### config.mk
export PLATFORM = sky130hd
export DESIGN_NAME = mrc_cntl
export DESIGN_NICKNAME = d
export VERILOG_FILES = /design/src/rtl/mgr_mrc_pkg.sv /design/src/rtl/mrc_resp_fifo.sv /design/src/rtl/mrc_cntl.sv
export SDC_FILE = /design/constraint.sdc
export NUM_CORES = 2
export LEC_CHECK = 0
export ABC_AREA = 1
export CORE_ASPECT_RATIO = 1.2
export CORE_MARGIN = 4
export CORE_UTILIZATION = 59
export DETAILED_ROUTE_END_ITERATION = 10
export GPL_ROUTABILITY_DRIVEN = 1
export PLACE_DENSITY = 0.8
export SYNTH_ARGS = -nofsm -noshare
export SYNTH_HDL_FRONTEND = slang
export SYNTH_SLANG_ARGS = --single-unit
### constraint.sdc
create_clock -name clk -period 14.4 [get_ports clk]
set_input_delay 2.88 -clock clk [delete_from_list [all_inputs] [get_ports clk]]
set_output_delay 2.88 -clock clk [all_outputs]
set_load 0.05 [all_outputs]
### src/rtl/mgr_mrc_pkg.sv
// Shared definitions for the manager read controller: field widths,
// stream framing codes, controller states and the framing rule.
package mgr_mrc_pkg;

  // Address and length field widths shared with mwc_cntl and the mmc
  localparam int MGR_CHAN_W = 1;
  localparam int MGR_BANK_W = 3;
  localparam int MGR_PAGE_W = 15;
  localparam int MGR_WORD_W = 7;
  localparam int MGR_LEN_W  = 8;

  // Stream framing codes on the return path
  localparam logic [1:0] CNTL_MOM     = 2'b00;
  localparam logic [1:0] CNTL_SOM     = 2'b01;
  localparam logic [1:0] CNTL_EOM     = 2'b10;
  localparam logic [1:0] CNTL_SOM_EOM = 2'b11;

  // Read controller states
  localparam logic [1:0] ST_IDLE  = 2'd0;
  localparam logic [1:0] ST_ISSUE = 2'd1;
  localparam logic [1:0] ST_DRAIN = 2'd2;

  // Framing code for line number idx of a message that is len lines long
  function automatic logic [1:0] frame_cntl(input int unsigned idx, input int unsigned len);
    logic [1:0] code;
    if (len == 32'd1) begin
      code = CNTL_SOM_EOM;
    end else if (idx == 32'd0) begin
      code = CNTL_SOM;
    end else if (idx == len - 32'd1) begin
      code = CNTL_EOM;
    end else begin
      code = CNTL_MOM;
    end
    return code;
  endfunction

endpackage

### src/rtl/mrc_resp_fifo.sv
// First-word-fall-through response buffer. The head entry is always
// presented on pop_data; push is ignored when full, pop when empty.
module mrc_resp_fifo #(
  parameter int DATA_W = 256,
  parameter int DEPTH  = 8
) (
  input  logic                     clk,
  input  logic                     rst,
  input  logic                     push,
  input  logic [DATA_W-1:0]        push_data,
  input  logic                     pop,
  output logic [DATA_W-1:0]        pop_data,
  output logic [$clog2(DEPTH):0]   count,
  output logic                     full,
  output logic                     empty
);

  localparam int AW = $clog2(DEPTH);

  logic [DATA_W-1:0] mem [DEPTH];
  logic [AW-1:0]     wr_ptr;
  logic [AW-1:0]     rd_ptr;
  logic              do_push;
  logic              do_pop;

  assign full     = (count == (AW+1)'(DEPTH));
  assign empty    = (count == {(AW+1){1'b0}});
  assign do_push  = push & ~full;
  assign do_pop   = pop & ~empty;
  assign pop_data = mem[rd_ptr];

  // Pointer and occupancy bookkeeping
  always_ff @(posedge clk or posedge rst) begin
    if (rst) begin
      wr_ptr <= {AW{1'b0}};
      rd_ptr <= {AW{1'b0}};
      count  <= {(AW+1){1'b0}};
    end else begin
      if (do_push) wr_ptr <= wr_ptr + AW'(1);
      if (do_pop)  rd_ptr <= rd_ptr + AW'(1);
      count <= count + (AW+1)'(do_push) - (AW+1)'(do_pop);
    end
  end

  // Line storage; contents are only observed through valid entries
  always_ff @(posedge clk) begin
    if (do_push) mem[wr_ptr] <= push_data;
  end

endmodule

### src/rtl/mrc_cntl.sv
// Main-memory read controller: takes one read descriptor, issues
// single-line reads to the mmc under credit control, buffers the returned
// lines and streams them downstream with SOM/MOM/EOM framing.
module mrc_cntl
  import mgr_mrc_pkg::*;
#(
  parameter int CHAN_W     = MGR_CHAN_W,
  parameter int BANK_W     = MGR_BANK_W,
  parameter int PAGE_W     = MGR_PAGE_W,
  parameter int WORD_W     = MGR_WORD_W,
  parameter int LEN_W      = MGR_LEN_W,
  parameter int DATA_W     = 256,
  parameter int FIFO_DEPTH = 8
) (
  input  logic              clk,
  input  logic              reset_poweron,
  input  logic              req__mrc__valid,
  output logic              mrc__req__ready,
  input  logic [CHAN_W-1:0] req__mrc__channel,
  input  logic [BANK_W-1:0] req__mrc__bank,
  input  logic [PAGE_W-1:0] req__mrc__page,
  input  logic [WORD_W-1:0] req__mrc__word,
  input  logic [LEN_W-1:0]  req__mrc__num_lines,
  output logic              mrc__mmc__valid,
  input  logic              mmc__mrc__ready,
  output logic [CHAN_W-1:0] mrc__mmc__channel,
  output logic [BANK_W-1:0] mrc__mmc__bank,
  output logic [PAGE_W-1:0] mrc__mmc__page,
  output logic [WORD_W-1:0] mrc__mmc__word,
  input  logic              mmc__mrc__valid,
  input  logic [DATA_W-1:0] mmc__mrc__data,
  output logic              mrc__dst__valid,
  output logic [1:0]        mrc__dst__cntl,
  output logic [DATA_W-1:0] mrc__dst__data,
  input  logic              dst__mrc__ready,
  output logic              mrc__err
);

  localparam int LW = LEN_W + 1;
  localparam int CW = $clog2(FIFO_DEPTH) + 1;

  logic [1:0]        state, state_nxt;
  logic [LW-1:0]     len, len_nxt, req_len;
  logic [LW-1:0]     issue_cnt, issue_cnt_nxt, out_cnt;
  logic [CW-1:0]     outstanding, outstanding_nxt, count_nxt;
  logic [CW:0]       credit_sum;
  logic              cmd_valid, cmd_valid_nxt, req_ready, err;
  logic              accept, cmd_hs, out_hs, resp_ok, push, drop;
  logic [CW-1:0]     fifo_count;
  logic              fifo_full, fifo_empty;
  logic [DATA_W-1:0] fifo_data;

  mrc_resp_fifo #(.DATA_W(DATA_W), .DEPTH(FIFO_DEPTH)) u_fifo (
    .clk       (clk),
    .rst       (reset_poweron),
    .push      (push),
    .push_data (mmc__mrc__data),
    .pop       (out_hs),
    .pop_data  (fifo_data),
    .count     (fifo_count),
    .full      (fifo_full),
    .empty     (fifo_empty)
  );

  // Handshakes, credit accounting and next-state decode
  always_comb begin
    req_len       = (req__mrc__num_lines == {LEN_W{1'b0}}) ? LW'(1) : {1'b0, req__mrc__num_lines};
    accept        = req__mrc__valid & req_ready;
    cmd_hs        = cmd_valid & mmc__mrc__ready;
    out_hs        = ~fifo_empty & dst__mrc__ready;
    resp_ok       = mmc__mrc__valid & (outstanding != {CW{1'b0}});
    push          = resp_ok & ~fifo_full;
    drop          = mmc__mrc__valid & ~push;
    state_nxt     = state;
    len_nxt       = len;
    issue_cnt_nxt = issue_cnt;
    case (state)
      ST_IDLE: begin
        if (accept) begin
          state_nxt     = ST_ISSUE;
          len_nxt       = req_len;
          issue_cnt_nxt = {LW{1'b0}};
        end else begin
          state_nxt = ST_IDLE;
        end
      end
      ST_ISSUE: begin
        if (cmd_hs) begin
          issue_cnt_nxt = issue_cnt + LW'(1);
          state_nxt     = (issue_cnt_nxt == len) ? ST_DRAIN : ST_ISSUE;
        end else begin
          state_nxt = ST_ISSUE;
        end
      end
      ST_DRAIN: begin
        if (out_hs && (out_cnt + LW'(1) == len)) begin
          state_nxt = ST_IDLE;
        end else begin
          state_nxt = ST_DRAIN;
        end
      end
      default: state_nxt = ST_IDLE;
    endcase
    // Lines in flight plus lines buffered must leave room for one more
    outstanding_nxt = outstanding + CW'(cmd_hs) - CW'(resp_ok);
    count_nxt       = fifo_count + CW'(push) - CW'(out_hs);
    credit_sum      = {1'b0, outstanding_nxt} + {1'b0, count_nxt};
    cmd_valid_nxt   = (state_nxt == ST_ISSUE) && (issue_cnt_nxt < len_nxt) &&
                      (credit_sum < (CW+1)'(FIFO_DEPTH));
  end

  // Control state, counters, registered handshake outputs and sticky error
  always_ff @(posedge clk or posedge reset_poweron) begin
    if (reset_poweron) begin
      state       <= ST_IDLE;
      len         <= {LW{1'b0}};
      issue_cnt   <= {LW{1'b0}};
      out_cnt     <= {LW{1'b0}};
      outstanding <= {CW{1'b0}};
      cmd_valid   <= 1'b0;
      req_ready   <= 1'b1;
      err         <= 1'b0;
    end else begin
      state       <= state_nxt;
      len         <= len_nxt;
      issue_cnt   <= issue_cnt_nxt;
      outstanding <= outstanding_nxt;
      cmd_valid   <= cmd_valid_nxt;
      req_ready   <= (state_nxt == ST_IDLE);
      err         <= err | drop;
      if (accept) begin
        out_cnt <= {LW{1'b0}};
      end else if (out_hs) begin
        out_cnt <= out_cnt + LW'(1);
      end
    end
  end

  // Command address: latched on accept, advanced after each accepted command
  always_ff @(posedge clk or posedge reset_poweron) begin
    if (reset_poweron) begin
      mrc__mmc__channel <= {CHAN_W{1'b0}};
      mrc__mmc__bank    <= {BANK_W{1'b0}};
      mrc__mmc__page    <= {PAGE_W{1'b0}};
      mrc__mmc__word    <= {WORD_W{1'b0}};
    end else if (accept) begin
      mrc__mmc__channel <= req__mrc__channel;
      mrc__mmc__bank    <= req__mrc__bank;
      mrc__mmc__page    <= req__mrc__page;
      mrc__mmc__word    <= req__mrc__word;
    end else if (cmd_hs) begin
      mrc__mmc__word <= mrc__mmc__word + WORD_W'(1);
      if (mrc__mmc__word == {WORD_W{1'b1}}) begin
        mrc__mmc__page <= mrc__mmc__page + PAGE_W'(1);
      end
    end
  end

  assign mrc__req__ready = req_ready;
  assign mrc__mmc__valid = cmd_valid;
  assign mrc__err        = err;
  assign mrc__dst__valid = ~fifo_empty;
  assign mrc__dst__cntl  = fifo_empty ? CNTL_MOM : frame_cntl(32'(out_cnt), 32'(len));
  assign mrc__dst__data  = fifo_empty ? {DATA_W{1'b0}} : fifo_data;

endmodule
# After elaboration in Yosys (flattened, before gate mapping)
# Memories as Yosys holds them, arrays and structs flattened.
# Index checks and enable logic that the tools add are counted.
# totals
output_inout_bits,288
wordCells,91
ram_bits,2048
inputBits,296
memories,1
latchBits,0
rom_bits,0
reg_bits,72
# mem_list
memory,words,word_bits,rd,rd_ports_with_merged_regs,wr,line,rtl
u_fifo.mem,8,256,1,0,1,mrc_resp_fifo.sv:20,logic [DATA_W-1:0] mem [DEPTH];
# classes
add_sub_neg,14
shifts,0
div,0
reduce_logical,13
muxes,25
bitwise,12
n_eq_ne,9
magnitude_cmp,2
mul,0
# ops
operator,n
256-bit two-way mux,1
9-bit two-way mux,6
15-bit two-way mux,3
9-bit by 32-bit == test with 1-bit output,1
"9-bit by 1-bit adder with 9-bit output, second input constant",2
9-bit == test,2
9-bit one-hot mux with 2 select lines,1
"15-bit by 1-bit adder with 15-bit output, second input constant",1
2-bit two-way mux,7
7-bit two-way mux,2
4-bit by 1-bit adder with 4-bit output,3
4-bit by 1-bit subtractor with 4-bit output,3
"9-bit by 1-bit subtractor with 10-bit output, second input constant",1
"9-bit by 1-bit == test with 1-bit output, second input constant",1
9-bit zero test,1
9-bit less-than comparator,1
1-bit AND,8
8-bit zero test,1
8-bit two-way mux,1
"7-bit by 1-bit adder with 7-bit output, second input constant",1
"7-bit == test, second input constant",1
"3-bit by 1-bit adder with 3-bit output, second input constant",2
2-bit one-hot mux with 3 select lines,1
2-bit nonzero test,3
other kinds (13),21

# Depth between registers and ports, before layout
# logic_depth
word_depth,9
depth_mapped,19
depth_no_buf,19

# Cells and area by module
# From an unflattened synthesis, not the netlist that was laid out.
# unflattened
cells_unflattened,10046
hier_area_um2,95711.8
# by_module_without_submodules
module,area_each_um2,cells_per_inst,n_inst,seq_area_each_um2
mrc_resp_fifo,89350.7,8918,1,61749.2
mrc_cntl,6361.1,1128,1,1552.7

# Least setup slack after synthesis
# OpenSTA, ideal clock, no wires.
# synth_timing
kind,input port to flip-flop
startpoint,in mmc__mrc__valid
endpoint,mem u_fifo.mem[0][0] (enable)
setup_time_ns,0.877
arrival_time_ns,14.289
n_path_buf,0
slack_ns,-0.767
stages,5
t_required_ns,13.523
path_cell_list,nand2_1 -> a31oi_1 -> inv_1 -> or2_2 -> nor2_1
# synth_between
elab_chain_len,5
# synth_rtl
element,line,rtl
start: declaration,mrc_cntl.sv:30,"input logic mmc__mrc__valid,"
1-bit AND,mrc_cntl.sv:71,resp_ok = mmc__mrc__valid & (outstanding != {CW{1'b0}});
1-bit AND,mrc_cntl.sv:72,push = resp_ok & ~fifo_full;
1-bit AND,mrc_resp_fifo.sv:28,assign do_push = push & ~full;
via u_fifo.do_push,mrc_resp_fifo.sv:23,logic do_push;
1-bit two-way mux,mrc_resp_fifo.sv:47,if (do_push) mem[wr_ptr] <= push_data;
1-bit two-way mux (not written as such),mrc_resp_fifo.sv:47,
end: declaration,mrc_resp_fifo.sv:20,
# The timed path passes the listed nets, and every way through them passes these cells.

# Final worst setup path
# layout_timing
startpoint,reg u_fifo.rd_ptr[0]
endpoint,out mrc__dst__data[0]
# layout_between
elab_chain_len,2
# layout_rtl
element,line,rtl
start: declaration,mrc_resp_fifo.sv:22,logic [AW-1:0] rd_ptr;
start signal: assignment,mrc_resp_fifo.sv:36,rd_ptr <= {AW{1'b0}};
start signal: assignment,mrc_resp_fifo.sv:40,if (do_pop) rd_ptr <= rd_ptr + AW'(1);
memory read 8 x 256 bit,-,
256-bit two-way mux,mrc_cntl.sv:164,assign mrc__dst__data = fifo_empty ? {DATA_W{1'b0}} : fifo_data;
end: declaration,mrc_cntl.sv:34,"output logic [DATA_W-1:0] mrc__dst__data,"
# No other way between the ends.

==> impl_metrics.env <==
export IMPL_fin_worst_hold_slack_ns=0.488
export IMPL_r2r_setup_slack_ns=9.68
export IMPL_clock_tree_htree_level_count=4
export IMPL_yosysUniqueCellTypes=46
export IMPL_share_clk_of_total_power=0.213
export IMPL_family_with_the_most_delay_on_the_worst_path="buffers and inverters"
export IMPL_syn_area_mm2=0.0840
export IMPL_most_common_layout_cells="sky130_fd_sc_hd__edfxtp_1 (2048), sky130_fd_sc_hd__nor2_1 (1602), sky130_fd_sc_hd__o21ai_0 (1105), sky130_fd_sc_hd__clkdlybuf4s50_1 (583), sky130_fd_sc_hd__o22ai_1 (270)"
export IMPL_period_needed_ns=8.99
export IMPL_syn_avg_cell_area_um2=13.0
export IMPL_report_final_setup_viol=0
export IMPL_min_period_over_period=0.624
export IMPL_final_critical_path_setup_slack_ns=5.41
export IMPL_design_area_mm2=0.0969
export IMPL_die_width_um=353
export IMPL_r2r_end="u_fifo.mem[3][22]$_DFFE_PP_"
export IMPL_p_comb_frac=0.446
export IMPL_final_wirelength_um=205000
export IMPL_maximum_root_to_sink_buffer_count=3
export IMPL_crit_chain="inv_16, buf_4, buf_12, o21ai_0, o22ai_1, o21ai_0, a31oi_1, clkdlybuf4s50_1"
export IMPL_leading_register_cell_type_out_of_synthesis="sky130_fd_sc_hd__edfxtp_1"
export IMPL_max_cap_violations=0
export IMPL_cp_required_ns=11.52
export IMPL_p_sw_mw=10.1
export IMPL_std_cell_rows=151
export IMPL_cp_data_arrival_time_ns=6.11
export IMPL_synthesis_yosys_warnings=0
export IMPL_fillCellCount=9116
export IMPL_worst_slew_pin_transition_ns=1.40
export IMPL_layout_cells_most_common="sky130_fd_sc_hd__edfxtp_1"
export IMPL_number_of_hold_repair_buffers_added_at_the_cts_stage=0
export IMPL_synth_fa_ha_area_frac=0.00509
export IMPL_core_region_area_mm2=0.141
export IMPL_detailedPlace_worstSlack_ns=6.44
export IMPL_setup_worst_path_end_class="output port"
export IMPL_outcome="finished, final reports clean"
export IMPL_clock_sink_count=2120
export IMPL_worst_skew_pair_late_latency_ns=0.85
export IMPL_seq_area_frac_synth=0.753
export IMPL_drtIter0Drc=6254
export IMPL_grt_max_degree=306
export IMPL_grt_first_pass_wirelength_um=311000
export IMPL_remaining_drc_errors=0
export IMPL_synth_compound_gate_area_share=0.120
export IMPL_antenna_left=0
export IMPL_drive_gt1_frac=0.0517
export IMPL_finalCoreUtilization=0.686
export IMPL_holdPathEnd="mrc__mmc__bank[0]$_DFFE_PP0P_"
export IMPL_grt_util_all_layers=0.269
export IMPL_synth_area_mux_share=0
export IMPL_timing_clock_skew_ns=0.0515
export IMPL_ctsRootBufferMaster="sky130_fd_sc_hd__clkbuf_16"
export IMPL_place_gp_congestion=0.902
export IMPL_worst_hold_path_type="flop to flop"
export IMPL_path_common_cell="sky130_fd_sc_hd__o21ai_0"
export IMPL_grt_setup_unrepaired="false"
export IMPL_synth_top_family_by_area="compound AO/OA/AOI/OAI gates"
export IMPL_power_ir_vdd_worst_mv=0.261
export IMPL_fmax_mhz=111
export IMPL_maxSlewViolCount=0
export IMPL_slowest_delay_ns=0.97
export IMPL_sequentialPowerShare=0.341
export IMPL_die_area_mm2=0.149
export IMPL_clk_transition_reported_paths_ns=0.07
export IMPL_die_y_um=421
export IMPL_initial_core_util=0.595
export IMPL_overflow=0
export IMPL_timing_reg2reg_worst_path_depth=9
export IMPL_grt_antenna_before_repair=46
export IMPL_io_pins=584
export IMPL_synth_nets=6779
export IMPL_dp_hpwl_um=105000
export IMPL_library_cell_with_the_largest_summed_area_after_synthesis="sky130_fd_sc_hd__edfxtp_1"
export IMPL_power_density_cell_area_mw_per_mm2=245
export IMPL_min_delay_start="mrc__mmc__bank[0]$_DFFE_PP0P_"
export IMPL_number_of_vias_after_detailed_routing=54500
export IMPL_synth_xor_xnor_area_share=0.00323
export IMPL_critPathKind="flop to output port"
export IMPL_syn_to_layout_area_delta_pct=15.3
export IMPL_cts_inserted_buffers=194
export IMPL_post_synth_inst_count=6450
export IMPL_synth_ff_latch_count=2120
export IMPL_p_sw_frac=0.428
export IMPL_hold_path_cell_count=2
export IMPL_synth_simple_area_share=0.0855
export IMPL_cts_setup_buffers=0
export IMPL_tritoncts="done"
export IMPL_drt_vias_per_instance=6.12
export IMPL_async_reset_ff_frac=0.0340
export IMPL_p_total_mw=23.7
export IMPL_p_int_mw=13.6
export IMPL_layout_nets=7186
export IMPL_r2r_start="outstanding[2]$_DFF_PP0_"
export IMPL_post_synth_main_area_contributors="sky130_fd_sc_hd__edfxtp_1 (73%), sky130_fd_sc_hd__nor2_1 (7.2%), sky130_fd_sc_hd__o21ai_0 (6.6%)"
export IMPL_report_final_hold_viol_count=0
export IMPL_timing_critical_path_slowest_stage_cell="sky130_fd_sc_hd__buf_4"
export IMPL_yosys_area_top_type_share=0.732
export IMPL_critical_path_buf_inv_count=4
export IMPL_drt_wirelength_per_cell_um=23.1
export IMPL_critPathMaxFanout=305
export IMPL_synth_edf_count=2048
export IMPL_number_of_global_route_vias_before_repair=53800
export IMPL_post_cts_resized=0
export IMPL_place_area_mm2=0.0905
export IMPL_total_leakage_power_nw=31.7
export IMPL_detail_route_first_pass_iterations=6
export IMPL_io_buffer_count=583
export IMPL_normalized_max_slew_margin=0.0686
export IMPL_startpoint_type="flop"
-- synthesized netlist by cell type (2+ instances only) --
library cell / number
sky130_fd_sc_hd__o21ai_0: 1105
sky130_fd_sc_hd__nand2_2: 5
sky130_fd_sc_hd__nor3_1: 12
sky130_fd_sc_hd__nor2_2: 2
sky130_fd_sc_hd__buf_4: 17
sky130_fd_sc_hd__a21oi_1: 21
sky130_fd_sc_hd__o211ai_1: 3
sky130_fd_sc_hd__nor2_4: 3
sky130_fd_sc_hd__ha_1: 31
sky130_fd_sc_hd__xnor2_1: 13
sky130_fd_sc_hd__o22ai_1: 270
sky130_fd_sc_hd__buf_1: 37
sky130_fd_sc_hd__xor2_1: 18
sky130_fd_sc_hd__a31oi_1: 259
sky130_fd_sc_hd__buf_6: 75
sky130_fd_sc_hd__inv_2: 3
sky130_fd_sc_hd__inv_1: 88
sky130_fd_sc_hd__nand3_1: 49
sky130_fd_sc_hd__o21ai_1: 219
sky130_fd_sc_hd__dfrtp_1: 71
sky130_fd_sc_hd__nand4_1: 16
sky130_fd_sc_hd__nor3_4: 2
sky130_fd_sc_hd__nand2_1: 147
sky130_fd_sc_hd__or2_2: 3
sky130_fd_sc_hd__nor2_1: 1610
sky130_fd_sc_hd__buf_2: 76
sky130_fd_sc_hd__fa_1: 2
sky130_fd_sc_hd__clkbuf_1: 227
sky130_fd_sc_hd__edfxtp_1: 2048
sky130_fd_sc_hd__a311oi_1: 2
-- flip-flops by register name, indices dropped and copies added (netlist names), 4 cells and up --
signal,cells
issue_cnt,9
u_fifo.mem,2048
mrc__mmc__word,7
len,9
u_fifo.count,4
out_cnt,9
outstanding,4
mrc__mmc__page,15
-- stage by stage --
stage	std cells	setup TNS [ns]
after global placement	8497	0
after detailed placement	8497	0
after CTS	8853	0
after floorplan	6450	-1309.19
after global routing	8875	0
final	8895	0
-- how the worst max path moves through the flow --
stage	start	to	slack [ns]	depth (start not counted)
2_1_floorplan	mmc__mrc__valid	u_fifo.mem[0][0]$_DFFE_PP_	-0.77	5
3_3_place_gp	u_fifo.rd_ptr[0]$_DFFE_PP0P_	mrc__dst__data[248]	6.46	8
3_5_place_dp	u_fifo.rd_ptr[0]$_DFFE_PP0P_	mrc__dst__data[248]	6.44	8
4_1_cts	u_fifo.rd_ptr[0]$_DFFE_PP0P_	mrc__dst__data[234]	5.51	8
5_1_grt	u_fifo.rd_ptr[0]$_DFFE_PP0P_	mrc__dst__data[10]	5.15	8
6_report	u_fifo.rd_ptr[0]$_DFFE_PP0P_	mrc__dst__data[0]	5.41	8
-- routing by layer --
layer | global-route usage | up-vias | share of wire
met1 | 0.347 | 26700 | 0.38
met5 | 0 | - | 0.00076
li1 | - | 24600 | -
met4 | 0.107 | 22 | 0.030
met3 | 0.0654 | 394 | 0.099
met2 | 0.445 | 2719 | 0.49
-- final cells by class --
type / count / area (um^2) / share of cell area
diodes: 42 / 105 / 0.00108
clock buffers: 245 / 5110 / 0.0527
clock inverters: 111 / 1160 / 0.0120
inverters: 94 / 405 / 0.00418
multi-input cells: 3803 / 18100 / 0.186
flip-flops and latches: 2120 / 63300 / 0.653
well taps: 1836 / 2300 / 0.0237
repair buffers: 644 / 6460 / 0.0666
-- cell families (layout without fill, tap and decap cells) --
group,count (synthesis),after routing
DFF,2120,2120
buffers and inverters,527,1094
xor gates and xnor gates,31,31
and+or+nand+nor,1856,1856
other,0,42
AOI/OAI and AO/OA,1883,1883
adders and majority gates,33,33
-- power groups by stage --
stage,Clock [mW],Sequential [mW],Combinational (mW)
after floorplan,0,8.57,7.10
after global routing,5.38,8.13,11.2
after detailed placement,0,8.18,10.5
final,5.05,8.07,10.6
after global placement,0,8.14,10.3
after CTS,5.11,8.06,10.5
-- worst register-to-register path, delay by kind of cell, from the launching register on --
family,cells,cell delay (ns)
fa+ha+maj,1,0.21
compound gates,1,0.47
buf+inv,3,1.76
simple gates,4,1.49
flops,1,0.32
(Power assumes the default switching activity.)
